[src/rtl/bpu_pkg.sv]
// Shared definitions for the gshare branch predictor: opcodes, link-register
// detection, saturating counter helpers and RAS operation encoding.
package bpu_pkg;

  localparam logic [6:0] OPC_BRANCH = 7'b1100011;
  localparam logic [6:0] OPC_JAL    = 7'b1101111;
  localparam logic [6:0] OPC_JALR   = 7'b1100111;

  typedef enum logic [1:0] {
    RAS_NONE,
    RAS_PUSH,
    RAS_POP,
    RAS_POPPUSH
  } ras_op_e;

  function automatic logic is_link(input logic [4:0] r);
    return (r == 5'd1) || (r == 5'd5);
  endfunction

  // Counters are passed zero-extended to 32 bits; w is the live counter width.
  function automatic logic [31:0] sat_inc(input logic [31:0] c, input int unsigned w);
    logic [31:0] max;
    max = (32'd1 << w) - 32'd1;
    return (c == max) ? c : c + 32'd1;
  endfunction

  function automatic logic [31:0] sat_dec(input logic [31:0] c, input int unsigned w);
    logic [31:0] unused_w;
    unused_w = 32'(w);
    return (c == 32'd0) ? c : c - 32'd1;
  endfunction

endpackage

[src/rtl/bpu_ras.sv]
// Return-address stack: ring buffer with saturating occupancy count; a push
// into a full stack silently overwrites the oldest entry.
module bpu_ras
  import bpu_pkg::*;
#(
  parameter int unsigned RAS_DEPTH = 4,
  parameter int unsigned AW        = 32
) (
  input  logic          clk,
  input  logic          rst_n,
  input  ras_op_e       op_i,
  input  logic [AW-1:0] push_addr_i,
  output logic [AW-1:0] top_o,
  output logic          empty_o
);

  localparam int unsigned PW = $clog2(RAS_DEPTH);
  localparam logic [PW:0] FULL = (PW+1)'(RAS_DEPTH);

  logic [AW-1:0] stack [RAS_DEPTH];
  logic [PW-1:0] ptr;
  logic [PW:0]   count;
  logic [PW-1:0] top_idx;

  assign top_idx = ptr - PW'(1);
  assign top_o   = stack[top_idx];
  assign empty_o = (count == '0);

  always_ff @(posedge clk or negedge rst_n) begin
    if (!rst_n) begin
      ptr   <= '0;
      count <= '0;
      for (int unsigned i = 0; i < RAS_DEPTH; i++) stack[i] <= '0;
    end else begin
      case (op_i)
        RAS_PUSH: begin
          stack[ptr] <= push_addr_i;
          ptr        <= ptr + PW'(1);
          if (count != FULL) count <= count + (PW+1)'(1);
        end
        RAS_POP: begin
          if (count != '0) begin
            ptr   <= top_idx;
            count <= count - (PW+1)'(1);
          end
        end
        RAS_POPPUSH: begin
          // Pop followed by push collapses to replacing the top in place.
          if (count != '0) begin
            stack[top_idx] <= push_addr_i;
          end else begin
            stack[ptr] <= push_addr_i;
            ptr        <= ptr + PW'(1);
            count      <= count + (PW+1)'(1);
          end
        end
        default: ;
      endcase
    end
  end

endmodule

[src/rtl/gshare_bpu.sv]
// IF-stage gshare branch predictor with speculative global history, EXU-side
// training/repair and a return-address stack for JALR returns.
module gshare_bpu
  import bpu_pkg::*;
#(
  parameter int unsigned AW        = 32,
  parameter int unsigned PHT_IDX_W = 8,
  parameter int unsigned CNT_W     = 2,
  parameter int unsigned GHR_W     = 8,
  parameter int unsigned RAS_DEPTH = 4
) (
  input  logic             clk,
  input  logic             rst_n,
  input  logic [31:0]      inst_i,
  input  logic             inst_valid_i,
  input  logic [AW-1:0]    pc_i,
  input  logic             any_stall_i,
  output logic             branch_taken_o,
  output logic [AW-1:0]    branch_addr_o,
  output logic             is_pred_branch_o,
  output logic [GHR_W-1:0] pred_ghr_o,
  input  logic             update_valid_i,
  input  logic [AW-1:0]    update_pc_i,
  input  logic [GHR_W-1:0] update_ghr_i,
  input  logic             real_taken_i,
  input  logic             mispredict_i
);

  localparam int unsigned PHT_N = 1 << PHT_IDX_W;
  localparam logic [CNT_W-1:0] CNT_RST = CNT_W'((1 << (CNT_W - 1)) - 1);

  logic [6:0]  opcode;
  logic [4:0]  rd, rs1;
  logic        is_br, is_jal, is_jalr, rd_link, rs1_link, is_ret, fire;
  logic [31:0] imm_b, imm_j;
  logic [AW-1:0] pc_plus4, br_tgt, jal_tgt, target, ras_top;
  logic        taken, ras_empty;
  ras_op_e     ras_op;

  logic [GHR_W-1:0]     ghr;
  logic [CNT_W-1:0]     pht [PHT_N];
  logic [PHT_IDX_W-1:0] ridx, widx;
  logic                 unused_upd;

  assign opcode   = inst_i[6:0];
  assign rd       = inst_i[11:7];
  assign rs1      = inst_i[19:15];
  assign is_br    = (opcode == OPC_BRANCH);
  assign is_jal   = (opcode == OPC_JAL);
  assign is_jalr  = (opcode == OPC_JALR);
  assign rd_link  = is_link(rd);
  assign rs1_link = is_link(rs1);
  assign is_ret   = is_jalr & rs1_link & (rd != rs1);
  assign fire     = inst_valid_i & ~any_stall_i;

  assign imm_b = {{19{inst_i[31]}}, inst_i[31], inst_i[7], inst_i[30:25], inst_i[11:8], 1'b0};
  assign imm_j = {{11{inst_i[31]}}, inst_i[31], inst_i[19:12], inst_i[20], inst_i[30:21], 1'b0};

  assign pc_plus4 = pc_i + AW'(4);
  assign br_tgt   = pc_i + AW'(imm_b);
  assign jal_tgt  = pc_i + AW'(imm_j);

  assign ridx = pc_i[PHT_IDX_W+1:2] ^ PHT_IDX_W'(ghr);
  assign widx = update_pc_i[PHT_IDX_W+1:2] ^ PHT_IDX_W'(update_ghr_i);
  assign unused_upd = ^{update_pc_i[AW-1:PHT_IDX_W+2], update_pc_i[1:0]};

  always_comb begin
    taken  = 1'b0;
    target = pc_plus4;
    ras_op = RAS_NONE;
    if (is_br) begin
      taken  = pht[ridx][CNT_W-1];
      target = br_tgt;
    end else if (is_jal) begin
      taken  = 1'b1;
      target = jal_tgt;
    end else if (is_ret) begin
      taken  = ~ras_empty;
      target = ras_top;
    end

    if (is_jal && rd_link) begin
      ras_op = RAS_PUSH;
    end else if (is_jalr) begin
      if (rd_link && rs1_link) ras_op = (rd == rs1) ? RAS_PUSH : RAS_POPPUSH;
      else if (rd_link)        ras_op = RAS_PUSH;
      else if (rs1_link)       ras_op = RAS_POP;
    end
    if (!fire) ras_op = RAS_NONE;
  end

  assign branch_taken_o   = taken & fire;
  assign branch_addr_o    = (inst_valid_i && taken) ? target : pc_plus4;
  assign is_pred_branch_o = fire & is_br & taken;
  assign pred_ghr_o       = inst_valid_i ? ghr : '0;

  // Repair from EXU wins over a same-cycle speculative shift.
  always_ff @(posedge clk or negedge rst_n) begin
    if (!rst_n) begin
      ghr <= '0;
    end else if (update_valid_i && mispredict_i) begin
      ghr <= GHR_W'({update_ghr_i, real_taken_i});
    end else if (fire && is_br) begin
      ghr <= GHR_W'({ghr, taken});
    end
  end

  always_ff @(posedge clk or negedge rst_n) begin
    if (!rst_n) begin
      for (int unsigned i = 0; i < PHT_N; i++) pht[i] <= CNT_RST;
    end else if (update_valid_i) begin
      pht[widx] <= real_taken_i ? CNT_W'(sat_inc(32'(pht[widx]), CNT_W))
                                : CNT_W'(sat_dec(32'(pht[widx]), CNT_W));
    end
  end

  bpu_ras #(
    .RAS_DEPTH (RAS_DEPTH),
    .AW        (AW)
  ) u_ras (
    .clk         (clk),
    .rst_n       (rst_n),
    .op_i        (ras_op),
    .push_addr_i (pc_plus4),
    .top_o       (ras_top),
    .empty_o     (ras_empty)
  );

endmodule
[config.mk]
export PLATFORM = sky130hd
export DESIGN_NAME = gshare_bpu
export DESIGN_NICKNAME = d
export VERILOG_FILES = /design/src/rtl/bpu_pkg.sv /design/src/rtl/bpu_ras.sv /design/src/rtl/gshare_bpu.sv
export SDC_FILE = /design/constraint.sdc
export NUM_CORES = 2
export LEC_CHECK = 0
export BUFFER_PORTS_ARGS = -buffer_cell sky130_fd_sc_hd__buf_4
export CORE_MARGIN = 2
export CORE_UTILIZATION = 55
export CTS_CLUSTER_SIZE = 20
export DETAILED_ROUTE_END_ITERATION = 7
export PLACE_DENSITY = 0.72
export REMOVE_ABC_BUFFERS = 1
export SLEW_MARGIN = 15
export SYNTH_ARGS = -nofsm -noshare
export SYNTH_HDL_FRONTEND = slang
export SYNTH_SLANG_ARGS = --single-unit
[constraint.sdc]
create_clock -name clk -period 11.9 [get_ports clk]
set_input_delay 2.975 -clock clk [delete_from_list [all_inputs] [get_ports clk]]
set_output_delay 2.975 -clock clk [all_outputs]
set_load 0.05 [all_outputs]
==> results.json <==
{
  "gr-total-overflow": 0,
  "cp_cell_sequence": "buf_4 -> xor2_4 -> buf_4 -> mux4_2 -> o22ai_1 -> a31oi_1 -> o21ai_0 -> a311oi_1 -> nand3_1 -> nor2_4 -> buf_4 -> nand2_1 -> o221ai_1 -> buf_4",
  "slowest_stage": "xor2_4",
  "grt_pass1_wl_um": 177000,
  "yosys_warnings": 0,
  "port_buffers": 128,
  "worst_skew_pair.late_latency_ns": 0.64,
  "via_per_inst": 6.45,
  "wl_per_cell_um": 24.1,
  "synth_area_um2": 36300,
  "power_density_nw_per_um2": 148,
  "synth.distinct_cells": 76,
  "finalHoldViolCount": 0,
  "synth_edf_count": 0,
  "r2r-start": "ghr[1]",
  "nets": 4003,
  "tightest_slew_ns": 1.18,
  "fillers": 5311,
  "yosysSeqAreaShare_pct": 45.9,
  "ir_drop_v": 0.000112,
  "gp_congestion": 0.980,
  "maxSlewViolCount": 0,
  "leakage_nw": 16.2,
  "fin_crit_ns": 10.72,
  "die_y_um": 261,
  "fin_crit_sh_pct": 90.1,
  "ios": 153,
  "grt_usage_pct": 34.0,
  "clock-sinks": 653,
  "max_freq_ghz": 0.0932,
  "wl_um": 115000,
  "r2r_slack_ns": 7.17,
  "async_reset_ff_share_pct": 100,
  "crit_path_end": "branch_addr_o[15]",
  "root_buffer": "clkbuf_16",
  "numCtsBuffers": 72,
  "start_util_pct": 55.4,
  "end_kind": "output port",
  "fin_util_pct": 62.1,
  "worst-path-stages": 14,
  "crit_buf_inv": 4,
  "clockBufferDepth": 3,
  "cts_max_level": 3,
  "first_iter_violations": 3721,
  "relSlewSlack_pct": 21.3,
  "vias": 30730,
  "grt_pass1_vias": 29708,
  "fp.dieW_um": 261,
  "areaGrowthSynthToFinish_pct": 12.1,
  "path_clk_slew_ns": 0.05,
  "die-area_um2": 68100,
  "path_common_cell": "buf_4",
  "cts-hold-fix-buffers": 0,
  "cp-start-kind": "input pin",
  "dp_hpwl_um": 77200,
  "yosysTopAreaCell": "dfrtp_1",
  "synth_top_area_share_pct": 27.4,
  "synth_flop_cell": "dfrtp_1",
  "ys_top_cells_by_area": "dfrtp_1 27%, dfstp_2 19%, mux4_2 13%",
  "status": "finished, final reports clean",
  "post_cts_buffers": 0,
  "worstPathArrival_ns": 7.75,
  "drive_gt1_share_pct": 22.1,
  "rows": 94,
  "ys_seq_elements": 653,
  "drc": 0,
  "antenna_found_initial": 0,
  "maxCapViolations": 0,
  "avgSynthCellArea_um2": 9.62,
  "drtAntennaViolNets": 0,
  "reg2reg_to": "ghr[0]",
  "fin_ws_ns": 1.18,
  "setup_tns_ns": 0,
  "worst_hold_path_type": "reg -> reg",
  "cts_tree": "built",
  "slowest_delay_ns": 0.89,
  "drt_first_pass_iters": 6,
  "skew_ns": 0.0244,
  "core_um2": 65500,
  "synth_cells": 3773,
  "whs_ns": 0.458,
  "required_ns": 8.93,
  "grt_max_degree": 207,
  "startpoint": "pc_i[3]",
  "setup_viol": 0,
  "cp_max_fo": 20,
  "crit_type": "in -> out",
  "crit_family": "buffers and inverters",
  "reg2regPathDepth": 12,
  "place_ws_ns": 1.26,
  "cts_resized": 0,
  "rsz0062_at_grt": "false"
}
-- Yosys cell counts, types with 23 or more instances --
cell and instances:
nand2_1 953, dfrtp_1 397, o21ai_0 326, o21ai_1 259
dfstp_2 256, nor2_1 255, mux4_2 203, a21oi_1 198
clkbuf_1 121, nand3_1 77, xnor2_1 58, xor2_1 52
ha_1 49, buf_2 48, mux2i_1 44, nor3_1 37
nand4_1 34, inv_1 28, buf_4 27, a31oi_1 26
a22oi_1 24, a21o_1 23
-- power by group --
part	internal, W	total, W	leakage [nW]	switching (W)
combinational	0.000378	0.00116	6.79	0.000778
clock	0.00138	0.00235	1.23	0.000969
sequential	0.00244	0.00254	8.15	0.000103
-- layer usage --
metal  track usage (%)  part of all wire, %  up-vias
li1                  -                    -    13653
met1              46.3                   39    15038
met2              52.2                   46     1678
met3              7.81                   10      361
met4              16.0                  4.8        0
met5                 0                    0        -
-- how the worst min path moves through the flow --
stage          depth (start not counted)      from  slack [ns]        to
3_3_place_gp                           2  pht[348]        0.45  pht[348]
5_1_grt                                2  pht[498]        0.47  pht[498]
3_5_place_dp                           2  pht[202]        0.45  pht[202]
6_report                               2  pht[474]        0.46  pht[474]
2_1_floorplan                          2  pht[240]        0.44  pht[240]
4_1_cts                                2  pht[202]        0.46  pht[202]
-- final cells by class --
cell class | instances | area [um^2] | share of cell area [%]
inverters | 28 | 105 | 0.258
clock inverters | 26 | 389 | 0.956
flip-flops and latches | 653 | 16700 | 40.9
diodes | 2 | 5.00 | 0.0123
clock buffers | 108 | 2120 | 5.20
well taps | 864 | 1080 | 2.66
repair buffers | 220 | 1720 | 4.23
multi-input cells | 2865 | 18600 | 45.8
-- kinds of logic after synthesis --
family / count (synthesis) / synth area share [%]
muxes: 268 / 14.5
buffers and inverters: 255 / 3.46
xor gates and xnor gates: 113 / 2.79
AOI/OAI and AO/OA: 996 / 15.3
DFF: 653 / 45.9
and+or+nand+nor: 1434 / 16.1
adders and majority gates: 54 / 1.92
-- registers in the layout (all words and copies together), names as in the netlist --
signal	cells
u_ras.count	3
pht	512
u_ras.stack	128
u_ras.ptr	2
ghr	8
-- tightest hold or removal path: stages, from the launching register on --
cell     delay, ns
dfstp_2       0.36
nand2_1       0.04
o21ai_1       0.05
-- per-stage QoR --
stage / std cells / instance area, um^2 / total power [W]
2_1_floorplan: 3546 / 35200 / 0.00323
3_3_place_gp: 4630 / 38200 / 0.00368
3_5_place_dp: 4630 / 38200 / 0.00370
4_1_cts: 4764 / 40700 / 0.00604
5_1_grt: 4764 / 40700 / 0.00624
6_report: 4766 / 40700 / 0.00604
-- placed cells by master, fill, tap and decap left out, types with 9 or more instances in the layout --
master,n
a21o_1,23
a21oi_1,198
a221oi_1,11
a22oi_1,24
a311oi_1,10
a31oi_1,26
and2_1,13
and3_1,18
buf_4,214
clkbuf_1,19
clkbuf_16,73
clkbuf_8,16
clkinv_2,12
dfrtp_1,396
dfstp_2,256
ha_1,49
inv_1,28
mux2_2,20
mux2i_1,44
mux4_2,203
nand2_1,953
nand3_1,77
nand4_1,34
nor2_1,246
nor2b_1,11
nor3_1,32
nor3_2,9
o211ai_1,12
o21a_1,12
o21ai_0,326
o21ai_1,259
o21bai_1,12
o22ai_1,22
xnor2_1,53
xor2_1,46
Note: power is estimated with default switching activity, not from simulation.
